### src/rtl/mesh_terminal_if.sv
// Bundle of host-side and router-side signals of a mesh terminal.
// The master modport is the terminal's view; slave is the environment's view.
interface mesh_terminal_if #(
    parameter int pck_sz = 40
);
    logic              tx_push;
    logic [pck_sz-1:0] tx_data;
    logic              tx_full;
    logic [pck_sz-1:0] data_out_i_in;
    logic              pndng_i_in;
    logic              popin;
    logic [pck_sz-1:0] data_out;
    logic              pndng;
    logic              pop;
    logic              rx_valid;
    logic [pck_sz-1:0] rx_data;
    logic              rx_ready;
    logic              rx_misroute;
    logic              tx_ovf;
    logic              tx_udf;
    logic [15:0]       tx_cnt;
    logic [15:0]       rx_cnt;
    logic [15:0]       mis_cnt;

    modport master (
        input  tx_push, tx_data, popin, data_out, pndng, rx_ready,
        output tx_full, data_out_i_in, pndng_i_in, pop, rx_valid, rx_data,
               rx_misroute, tx_ovf, tx_udf, tx_cnt, rx_cnt, mis_cnt
    );

    modport slave (
        output tx_push, tx_data, popin, data_out, pndng, rx_ready,
        input  tx_full, data_out_i_in, pndng_i_in, pop, rx_valid, rx_data,
               rx_misroute, tx_ovf, tx_udf, tx_cnt, rx_cnt, mis_cnt
    );
endinterface

### src/rtl/mesh_terminal.sv
// Mesh terminal: a TX queue feeding the router input port, and an RX queue
// filled from the router output port by a three-state pop FSM that leaves
// one idle cycle after each pop for the router's pndng to update.
module mesh_terminal #(
    parameter int         pck_sz     = 40,
    parameter int         fifo_depth = 4,
    parameter logic [3:0] id_r       = 4'd0,
    parameter logic [3:0] id_c       = 4'd0,
    parameter logic [7:0] broadcast  = {8{1'b1}}
) (
    input  logic           clk,
    input  logic           reset,
    mesh_terminal_if.master bus
);
    localparam int aw = $clog2(fifo_depth);
    localparam int cw = aw + 1;

    typedef enum logic [1:0] {IDLE, POP, GAP} rx_state_t;

    // TX queue
    logic [pck_sz-1:0] tx_mem [fifo_depth];
    logic [aw-1:0]     tx_wr_ptr, tx_rd_ptr;
    logic [cw-1:0]     tx_count;
    logic              tx_empty, tx_full_q, tx_enq, tx_deq;
    logic              tx_ovf_q, tx_udf_q;
    logic [15:0]       tx_cnt_q;

    // RX queue and FSM
    logic [pck_sz-1:0] rx_mem [fifo_depth];
    logic              rx_mis_mem [fifo_depth];
    logic [aw-1:0]     rx_wr_ptr, rx_rd_ptr;
    logic [cw-1:0]     rx_count;
    logic              rx_empty, rx_full, rx_wr, rx_rd;
    logic [15:0]       rx_cnt_q, mis_cnt_q;
    rx_state_t         state, state_nxt;
    logic              pop_int;
    logic [7:0]        dest;
    logic              misroute;

    assign tx_empty  = (tx_count == '0);
    assign tx_full_q = (tx_count == cw'(fifo_depth));
    assign tx_deq    = bus.popin && !tx_empty;
    // A full queue still accepts a push when the head leaves on the same edge.
    assign tx_enq    = bus.tx_push && (!tx_full_q || tx_deq);

    assign rx_empty  = (rx_count == '0);
    assign rx_full   = (rx_count == cw'(fifo_depth));
    assign rx_wr     = pop_int;
    assign rx_rd     = bus.rx_ready && !rx_empty;

    assign dest      = bus.data_out[pck_sz-9 -: 8];
    assign misroute  = (dest != {id_r, id_c}) && (dest != broadcast);

    // TX pointers, occupancy, sticky error flags and dequeue counter
    always_ff @(posedge clk) begin
        // NOTE: sequential state uses non-blocking assignments so every register samples pre-edge values.
        if (reset) begin
            tx_wr_ptr <= '0;
            tx_rd_ptr <= '0;
            tx_count  <= '0;
            tx_ovf_q  <= 1'b0;
            tx_udf_q  <= 1'b0;
            tx_cnt_q  <= '0;
        end else begin
            if (tx_enq) tx_wr_ptr <= tx_wr_ptr + 1'b1;
            if (tx_deq) begin
                tx_rd_ptr <= tx_rd_ptr + 1'b1;
                tx_cnt_q  <= tx_cnt_q + 16'd1;
            end
            if (tx_enq && !tx_deq)      tx_count <= tx_count + 1'b1;
            else if (!tx_enq && tx_deq) tx_count <= tx_count - 1'b1;
            if (bus.tx_push && !tx_enq) tx_ovf_q <= 1'b1;
            if (bus.popin && tx_empty)  tx_udf_q <= 1'b1;
        end
    end

    // Queue storage for both directions
    always_ff @(posedge clk) begin
        // NOTE: storage arrays are not reset; outputs of an empty queue are forced to zero instead.
        if (!reset && tx_enq) tx_mem[tx_wr_ptr] <= bus.tx_data;
        if (!reset && rx_wr) begin
            rx_mem[rx_wr_ptr]     <= bus.data_out;
            rx_mis_mem[rx_wr_ptr] <= misroute;
        end
    end

    // RX FSM state register
    always_ff @(posedge clk) begin
        if (reset) state <= IDLE;
        else       state <= state_nxt;
    end

    // RX FSM next state and pop strobe
    always_comb begin
        // NOTE: defaults first so no path through the case leaves a signal unassigned (no latches).
        state_nxt = state;
        pop_int   = 1'b0;
        case (state)
            IDLE: if (bus.pndng && !rx_full) state_nxt = POP;
            POP: begin
                pop_int   = 1'b1;
                state_nxt = GAP;
            end
            GAP:     state_nxt = IDLE;
            default: state_nxt = IDLE;
        endcase
    end

    // RX pointers, occupancy and event counters
    always_ff @(posedge clk) begin
        if (reset) begin
            rx_wr_ptr <= '0;
            rx_rd_ptr <= '0;
            rx_count  <= '0;
            rx_cnt_q  <= '0;
            mis_cnt_q <= '0;
        end else begin
            if (rx_wr) begin
                rx_wr_ptr <= rx_wr_ptr + 1'b1;
                rx_cnt_q  <= rx_cnt_q + 16'd1;
                if (misroute) mis_cnt_q <= mis_cnt_q + 16'd1;
            end
            if (rx_rd) rx_rd_ptr <= rx_rd_ptr + 1'b1;
            if (rx_wr && !rx_rd)      rx_count <= rx_count + 1'b1;
            else if (!rx_wr && rx_rd) rx_count <= rx_count - 1'b1;
        end
    end

    assign bus.tx_full       = tx_full_q;
    assign bus.pndng_i_in    = !tx_empty;
    assign bus.data_out_i_in = tx_empty ? '0 : tx_mem[tx_rd_ptr];
    assign bus.pop           = pop_int;
    assign bus.rx_valid      = !rx_empty;
    assign bus.rx_data       = rx_empty ? '0 : rx_mem[rx_rd_ptr];
    assign bus.rx_misroute   = !rx_empty && rx_mis_mem[rx_rd_ptr];
    assign bus.tx_ovf        = tx_ovf_q;
    assign bus.tx_udf        = tx_udf_q;
    assign bus.tx_cnt        = tx_cnt_q;
    assign bus.rx_cnt        = rx_cnt_q;
    assign bus.mis_cnt       = mis_cnt_q;
endmodule
### src/flat_wrapper.sv
// flat-port wrapper written by rule: the top's interface ports become plain ports
module mesh_terminal_flat 
#(
    parameter int         pck_sz     = 40,
    parameter int         fifo_depth = 4,
    parameter logic [3:0] id_r       = 4'd0,
    parameter logic [3:0] id_c       = 4'd0,
    parameter logic [7:0] broadcast  = {8{1'b1}}
)
  (clk, reset, bus_tx_push, bus_tx_data, bus_popin, bus_data_out, bus_pndng, bus_rx_ready, bus_tx_full, bus_data_out_i_in, bus_pndng_i_in, bus_pop, bus_rx_valid, bus_rx_data, bus_rx_misroute, bus_tx_ovf, bus_tx_udf, bus_tx_cnt, bus_rx_cnt, bus_mis_cnt);
  mesh_terminal_if #(.pck_sz(pck_sz)) bus_i ();
  input  logic clk;
  input  logic reset;
  input wire logic [$bits(bus_i.tx_push)-1:0] bus_tx_push;
  input wire logic [$bits(bus_i.tx_data)-1:0] bus_tx_data;
  input wire logic [$bits(bus_i.popin)-1:0] bus_popin;
  input wire logic [$bits(bus_i.data_out)-1:0] bus_data_out;
  input wire logic [$bits(bus_i.pndng)-1:0] bus_pndng;
  input wire logic [$bits(bus_i.rx_ready)-1:0] bus_rx_ready;
  output wire logic [$bits(bus_i.tx_full)-1:0] bus_tx_full;
  output wire logic [$bits(bus_i.data_out_i_in)-1:0] bus_data_out_i_in;
  output wire logic [$bits(bus_i.pndng_i_in)-1:0] bus_pndng_i_in;
  output wire logic [$bits(bus_i.pop)-1:0] bus_pop;
  output wire logic [$bits(bus_i.rx_valid)-1:0] bus_rx_valid;
  output wire logic [$bits(bus_i.rx_data)-1:0] bus_rx_data;
  output wire logic [$bits(bus_i.rx_misroute)-1:0] bus_rx_misroute;
  output wire logic [$bits(bus_i.tx_ovf)-1:0] bus_tx_ovf;
  output wire logic [$bits(bus_i.tx_udf)-1:0] bus_tx_udf;
  output wire logic [$bits(bus_i.tx_cnt)-1:0] bus_tx_cnt;
  output wire logic [$bits(bus_i.rx_cnt)-1:0] bus_rx_cnt;
  output wire logic [$bits(bus_i.mis_cnt)-1:0] bus_mis_cnt;
  assign bus_i.tx_push = bus_tx_push;
  assign bus_i.tx_data = bus_tx_data;
  assign bus_i.popin = bus_popin;
  assign bus_i.data_out = bus_data_out;
  assign bus_i.pndng = bus_pndng;
  assign bus_i.rx_ready = bus_rx_ready;
  assign bus_tx_full = bus_i.tx_full;
  assign bus_data_out_i_in = bus_i.data_out_i_in;
  assign bus_pndng_i_in = bus_i.pndng_i_in;
  assign bus_pop = bus_i.pop;
  assign bus_rx_valid = bus_i.rx_valid;
  assign bus_rx_data = bus_i.rx_data;
  assign bus_rx_misroute = bus_i.rx_misroute;
  assign bus_tx_ovf = bus_i.tx_ovf;
  assign bus_tx_udf = bus_i.tx_udf;
  assign bus_tx_cnt = bus_i.tx_cnt;
  assign bus_rx_cnt = bus_i.rx_cnt;
  assign bus_mis_cnt = bus_i.mis_cnt;
  mesh_terminal #(.pck_sz(pck_sz), .fifo_depth(fifo_depth), .id_r(id_r), .id_c(id_c), .broadcast(broadcast)) u_core (.clk(clk), .reset(reset), .bus(bus_i));
endmodule
### config.mk
export PLATFORM = sky130hd
export DESIGN_NAME = mesh_terminal_flat
export DESIGN_NICKNAME = d
export VERILOG_FILES = /design/src/rtl/mesh_terminal_if.sv /design/src/rtl/mesh_terminal.sv /design/src/flat_wrapper.sv
export SDC_FILE = /design/constraint.sdc
export NUM_CORES = 1
export LEC_CHECK = 0
export BUFFER_PORTS_ARGS = -buffer_cell sky130_fd_sc_hd__buf_4
export CORE_MARGIN = 2
export CORE_UTILIZATION = 51
export CTS_CLUSTER_SIZE = 28
export DETAILED_ROUTE_END_ITERATION = 16
export GPL_ROUTABILITY_DRIVEN = 0
export HOLD_SLACK_MARGIN = 0.1
export PLACE_DENSITY = 0.83
export SYNTH_ARGS = -nofsm -noshare
export SYNTH_HDL_FRONTEND = slang
export SYNTH_SLANG_ARGS = --single-unit
### constraint.sdc
create_clock -name clk -period 2.3 [get_ports clk]
set_clock_uncertainty 0.1 [all_clocks]
set_input_delay 0.46 -clock clk [delete_from_list [all_inputs] [get_ports clk]]
set_output_delay 0.46 -clock clk [all_outputs]
set_load 0.005 [all_outputs]
== After elaboration in Yosys (flattened, before gate mapping) ==
Memory sizes are Yosys's and may differ from the RTL's. A register that Yosys moved wholly into a read port is not among the register bits.
Index checks and enable logic that the tools add are counted.
Storage, ports and cells
  bits in registers: 66
  memory bits (writable): 324
  input port bits: 86
  output and inout port bits: 135
  word-level logic and storage cells: 81
  memories: 3
Operators by class
  $add $sub $neg: 11
  equal/unequal tests: 5
  mux-type cells: 19
  reductions and logical operators: 31
Memory list
  u_core.rx_mem: depth 4, width 40, read ports 1, clocked after Yosys merged registers in 1, wr ports 1, RTL line mesh_terminal.sv:29  | logic [pck_sz-1:0] rx_mem [fifo_depth];
  u_core.tx_mem: depth 4, width 40, read ports 1, clocked after Yosys merged registers in 1, wr ports 1, RTL line mesh_terminal.sv:21  | logic [pck_sz-1:0] tx_mem [fifo_depth];
  u_core.rx_mis_mem: depth 4, width 1, read ports 1, clocked after Yosys merged registers in 1, wr ports 1, RTL line mesh_terminal.sv:30  | logic rx_mis_mem [fifo_depth];
Operators with widths (number)
  $mux 40: 2
  $add 16x1->16 const B: 3
  $logic_and 1x1->1: 14
  $mux 2: 7
  $mux 3: 4
  $logic_not 1->1: 9
  $add 2x1->2 const B: 4
  $ne 8x8->1 const B: 1
  $reduce_bool 8->1: 1
  $add 3x1->3 const B: 2
  $eq 3x3->1 const B: 2
  $logic_not 3->1: 2
  $sub 3x1->3 const B: 2
  $mux 1: 5
  $pmux 2 s2: 1
  $reduce_bool 2->1: 2
  $eq 2x1->1 const B: 1
  $logic_not 2->1: 1
  $ne 2x1->1 const B: 1
  $reduce_and 2->1: 1
  $logic_or 1x1->1: 1

== Logic depth before layout (Yosys ltp) ==
  word-level depth: 9
  depth in mapped cells: 10
  gate-level depth less buffers: 10

== Worst setup path after synthesis ==
Ideal clock, no wire load.
  kind: flip-flop to flip-flop
  from: register u_core.tx_count[0]
  to: memory u_core.tx_mem[0][0] (enable)
  library setup time: 0.401 ns
  arrival time: 1.916 ns
  data required time: 1.799 ns
  setup slack: -0.117 ns
  cell stages (with the launch flop): 6
  path buffers: 0
  period minus slack after synthesis: 2.417 ns
  path through: dfxtp_1 nor2_1 nand2_1 o21ai_0 nor2_1 and2_1
Between the ends
  word-level cells in the longest chain between the ends: 8
  elaborated cells on any way between the ends: 10
  those cells by class: 1 x eq/ne; 2 x mux; 7 x reduce/logical
RTL lines
  from (decl): RTL line mesh_terminal.sv:23  | logic [cw-1:0] tx_count;
  from (signal assigned): RTL line mesh_terminal.sv:70  | if (tx_enq && !tx_deq) tx_count <= tx_count + 1'b1;
  from (signal assigned): RTL line mesh_terminal.sv:71  | else if (!tx_enq && tx_deq) tx_count <= tx_count - 1'b1;
  $logic_not 3->1: RTL line mesh_terminal.sv:40  | assign tx_empty = (tx_count == '0);
  $logic_not 1->1: RTL line mesh_terminal.sv:42  | assign tx_deq = bus.popin && !tx_empty;
  $logic_and 1x1->1: RTL line mesh_terminal.sv:42
  $logic_or 1x1->1 (*): RTL line mesh_terminal.sv:44  | assign tx_enq = bus.tx_push && (!tx_full_q || tx_deq);
  $logic_and 1x1->1 (*): RTL line mesh_terminal.sv:44
  $logic_and 1x1->1 (*): RTL line mesh_terminal.sv:80  | if (!reset && tx_enq) tx_mem[tx_wr_ptr] <= bus.tx_data;
  $mux 1 (*): RTL line mesh_terminal.sv:80
  $mux 1 (implied by the code) (*): RTL line mesh_terminal.sv:80
  to (decl): RTL line mesh_terminal.sv:21
Mark *: on every way between the ends. The rest lies on a longest branch, timed or not.

==> impl_metrics.py <==
metrics = {
    "status": {
        "outcome": "finished, violations left",
        "violations": "setup timing",
    },
    "logic_synthesis": {
        "yosysMostFrequentCell": "edfxtp_1",
        "synth.net_count": 973,
        "ys_top_cells_by_count": "324 x edfxtp_1, 81 x mux4_2, 70 x dfxtp_1",
        "syn_inst": 872,
        "seq_area_frac_synth_pct": 72.6,
        "netlist.area_leader.share_pct": 63.5,
        "ys.flop_type": "edfxtp_1",
        "synth_area_per_cell_um2": 17.6,
        "synth_async_sr_flop_share_pct": 0,
        "synth-seq-cells": 394,
        "ys_top_cells_by_area": "edfxtp_1 63%, mux4_2 12%, dfxtp_1 9.1%",
        "syn_area_um2": 15300,
        "yosysWarnings": 0,
        "synth_cell_types": 36,
        "synth_edf_count": 324,
        "synth_area_leader_cell": "edfxtp_1",
    },
    "cts": {
        "cts_tree": "yes",
        "cts_buffers": 40,
        "clkSlewWorstSetupHoldPaths_ps": 60,
        "cts_max_level": 2,
        "clk_path_buf_depth": 3,
        "clk_latency_ps": 530,
        "cts_root_buf": "clkbuf_16",
        "cts_sinks": 394,
    },
    "global_route": {
        "track_usage_pct": 22.5,
        "grt_remaining_overflow": 0,
        "grt_pass1_wl_um": 53100,
        "grt_pass1_vias": 9295,
        "grt_max_degree": 44,
        "grt_antenna_before_repair": 1,
    },
    "setup_path": {
        "worst_ep_arrival_time_ps": 2040,
        "rr_startpoint": "u_core.tx_count[0]",
        "r2r-end": "u_core.tx_count[2]",
        "worstPathRequired_ps": 1740,
        "endpoint": "bus_data_out_i_in[21]",
        "crit_type": "reg -> out",
        "start_kind": "register",
        "reg2reg_slack_ps": 50,
        "crit_path_end_kind": "output pin",
        "path_max_fanout": 6,
        "worst_r2r_path_depth": 9,
    },
    "power": {
        "power.internal_mw": 16.5,
        "leakage_nw": 7.46,
        "ir_worst_vdd_mv": 1.40,
        "p_sw_mw": 6.09,
        "power_mw": 22.6,
        "switching_share_pct": 27.0,
        "power_density_nw_per_um2": 1080,
        "p_clk_share_pct": 29.5,
        "combPwrFrac_pct": 33.7,
        "power_frac_seq_pct": 36.8,
    },
    "route": {
        "dr.pass1.iters": 7,
        "drt_iter0_markers": 690,
        "routed_wl_um": 36800,
        "viasPerCell": 5.50,
        "ant_nets": 0,
        "route.detailed.drc": 0,
        "vias": 9081,
        "routedWlPerCell_um": 22.3,
    },
    "place": {
        "postPlaceCellArea_um2": 17700,
        "post-place-ws_ps": 26.3,
        "hpwl_um": 19200,
        "dpl.cell_count": 1470,
        "portBuffers": 220,
    },
    "sta": {
        "slew-limit-headroom_pct": 58.0,
        "tns_ps": -18060,
        "tightest_slew_ps": 624,
        "hold_viol": 0,
        "max_freq_mhz": 384,
        "fin_ws_ps": -305,
        "min_period_ps": 2600,
        "setup_viol": 81,
        "finalCritPeriodShare_pct": 113,
        "slew_viol_final": 0,
        "fin_hold_ws_ps": 175,
        "rsz0062_at_grt": "true",
    },
    "floorplanning": {
        "core_area_um2": 29600,
        "die_y_um": 177,
        "die_x_um": 177,
        "start_util_pct": 51.7,
        "rows": 63,
        "die_area_um2": 31500,
        "num_io_pins": 221,
    },
    "final_layout": {
        "final_cell_area_um2": 20800,
        "final_core_util_pct": 70.3,
        "final_cells": 1650,
        "area_growth_pct": 35.9,
        "layout.nets": 1329,
        "drive_above_1_share_pct": 40.5,
    },
    "worst_hold_path": {
        "hp-class": "in -> reg",
    },
    "run": {
        "cap_violations": 0,
    },
}
==> layout make-up <==
class	instances	area, um2
flip-flops and latches	394	11100
fillers	1803	8800
multi-input cells	424	4280
repair buffers	356	3540
clock buffers	44	1020
well taps	390	488
clock inverters	29	318
inverters	12	45.0
diodes	1	2.50
==> cells by family after synthesis <==
kind of cell             share of synthesized area, %
multiplexers                                     12.2
flip-flops                                       72.6
AND/OR/NAND/NOR                                  8.92
adder cells (fa/ha/maj)                          1.32
XOR/XNOR                                         2.91
buffers and inverters                            1.40
AO/OA/AOI/OAI                                   0.685
==> placed cells by master, fill, tap and decap left out, types with 11 or more instances in the layout <==
| cell | synthesis | routed |
|---|---|---|
| dfxtp_1 | 70 | 63 |
| nand4_1 | 16 | 16 |
| nor4_1 | 11 | 11 |
| and2_4 | 0 | 41 |
| mux4_2 | 81 | 81 |
| a21oi_1 | 12 | 11 |
| buf_4 | 0 | 182 |
| buf_6 | 0 | 62 |
| clkbuf_16 | 0 | 45 |
| nor2_1 | 69 | 69 |
| nand3_1 | 16 | 16 |
| dlygate4sd3_1 | 0 | 82 |
| nor2b_4 | 0 | 20 |
| xor2_1 | 29 | 29 |
| buf_12 | 0 | 21 |
| nand2_1 | 22 | 21 |
| xnor2_1 | 22 | 22 |
| nor2b_1 | 40 | 19 |
| edfxtp_1 | 324 | 324 |
| ha_1 | 13 | 11 |
==> worst max-delay path: stages (launching register included) <==
cell     delay, ps
dfxtp_4        410
buf_4          150
buf_16         130
mux4_2         510
nor2b_1        170
buf_4          140
==> per-layer routing <==
| layer | GRT usage, % | share of wire (%) | up-vias |
|---|---|---|---|
| met3 | 7.05 | 8.8 | 46 |
| li1 | - | - | 4045 |
| met5 | 0 | 0 | - |
| met2 | 39.8 | 52 | 387 |
| met1 | 26.9 | 37 | 4603 |
| met4 | 5.60 | 1.6 | 0 |
==> sequential cells by signal (all words and copies together), names as in the netlist, named ones only <==
signal and cells:
u_core.bus.tx_cnt 16, u_core.rx_count 3, u_core.rx_rd_ptr 2, u_core.tx_count 3, u_core.tx_rd_ptr 2, u_core.bus.rx_cnt 16, u_core.bus.mis_cnt 16, u_core.bus.tx_udf 1
u_core.rx_wr_ptr 2, u_core.tx_mem 160, u_core.bus.tx_ovf 1, u_core.state 2, u_core.rx_mis_mem 4, u_core.tx_wr_ptr 2, u_core.rx_mem 160
==> how the worst min path moves through the flow <==
stage                  startpoint                    end  cells after the start
2_1_floorplan  u_core.rx_count[2]        u_core.state[0]                      1
3_3_place_gp    u_core.bus.tx_ovf      u_core.bus.tx_ovf                      2
3_5_place_dp    u_core.bus.tx_ovf      u_core.bus.tx_ovf                      2
4_1_cts                     reset     u_core.rx_count[1]                      2
5_1_grt                     reset  u_core.bus.mis_cnt[3]                      2
6_report                    reset     u_core.rx_count[1]                      2
==> power groups by stage <==
stage	clock network [mW]	registers [mW]	logic, mW
4_1_cts	6.72	8.27	6.59
2_1_floorplan	0	8.33	2.72
3_3_place_gp	0	8.37	5.09
6_report	6.65	8.30	7.62
5_1_grt	7.00	8.33	8.08
3_5_place_dp	0	8.39	5.16
==> repair_timing <==
action                     4_1_cts  5_1_grt
pin swaps                       14        3
resized for setup               81       82
setup buffers                    7        9
gates cloned                     6        5
setup endpoints to repair       83       86
hold endpoints to repair       322        0
hold buffers                    82        0
No activity file was read; power rests on OpenSTA's default activity.
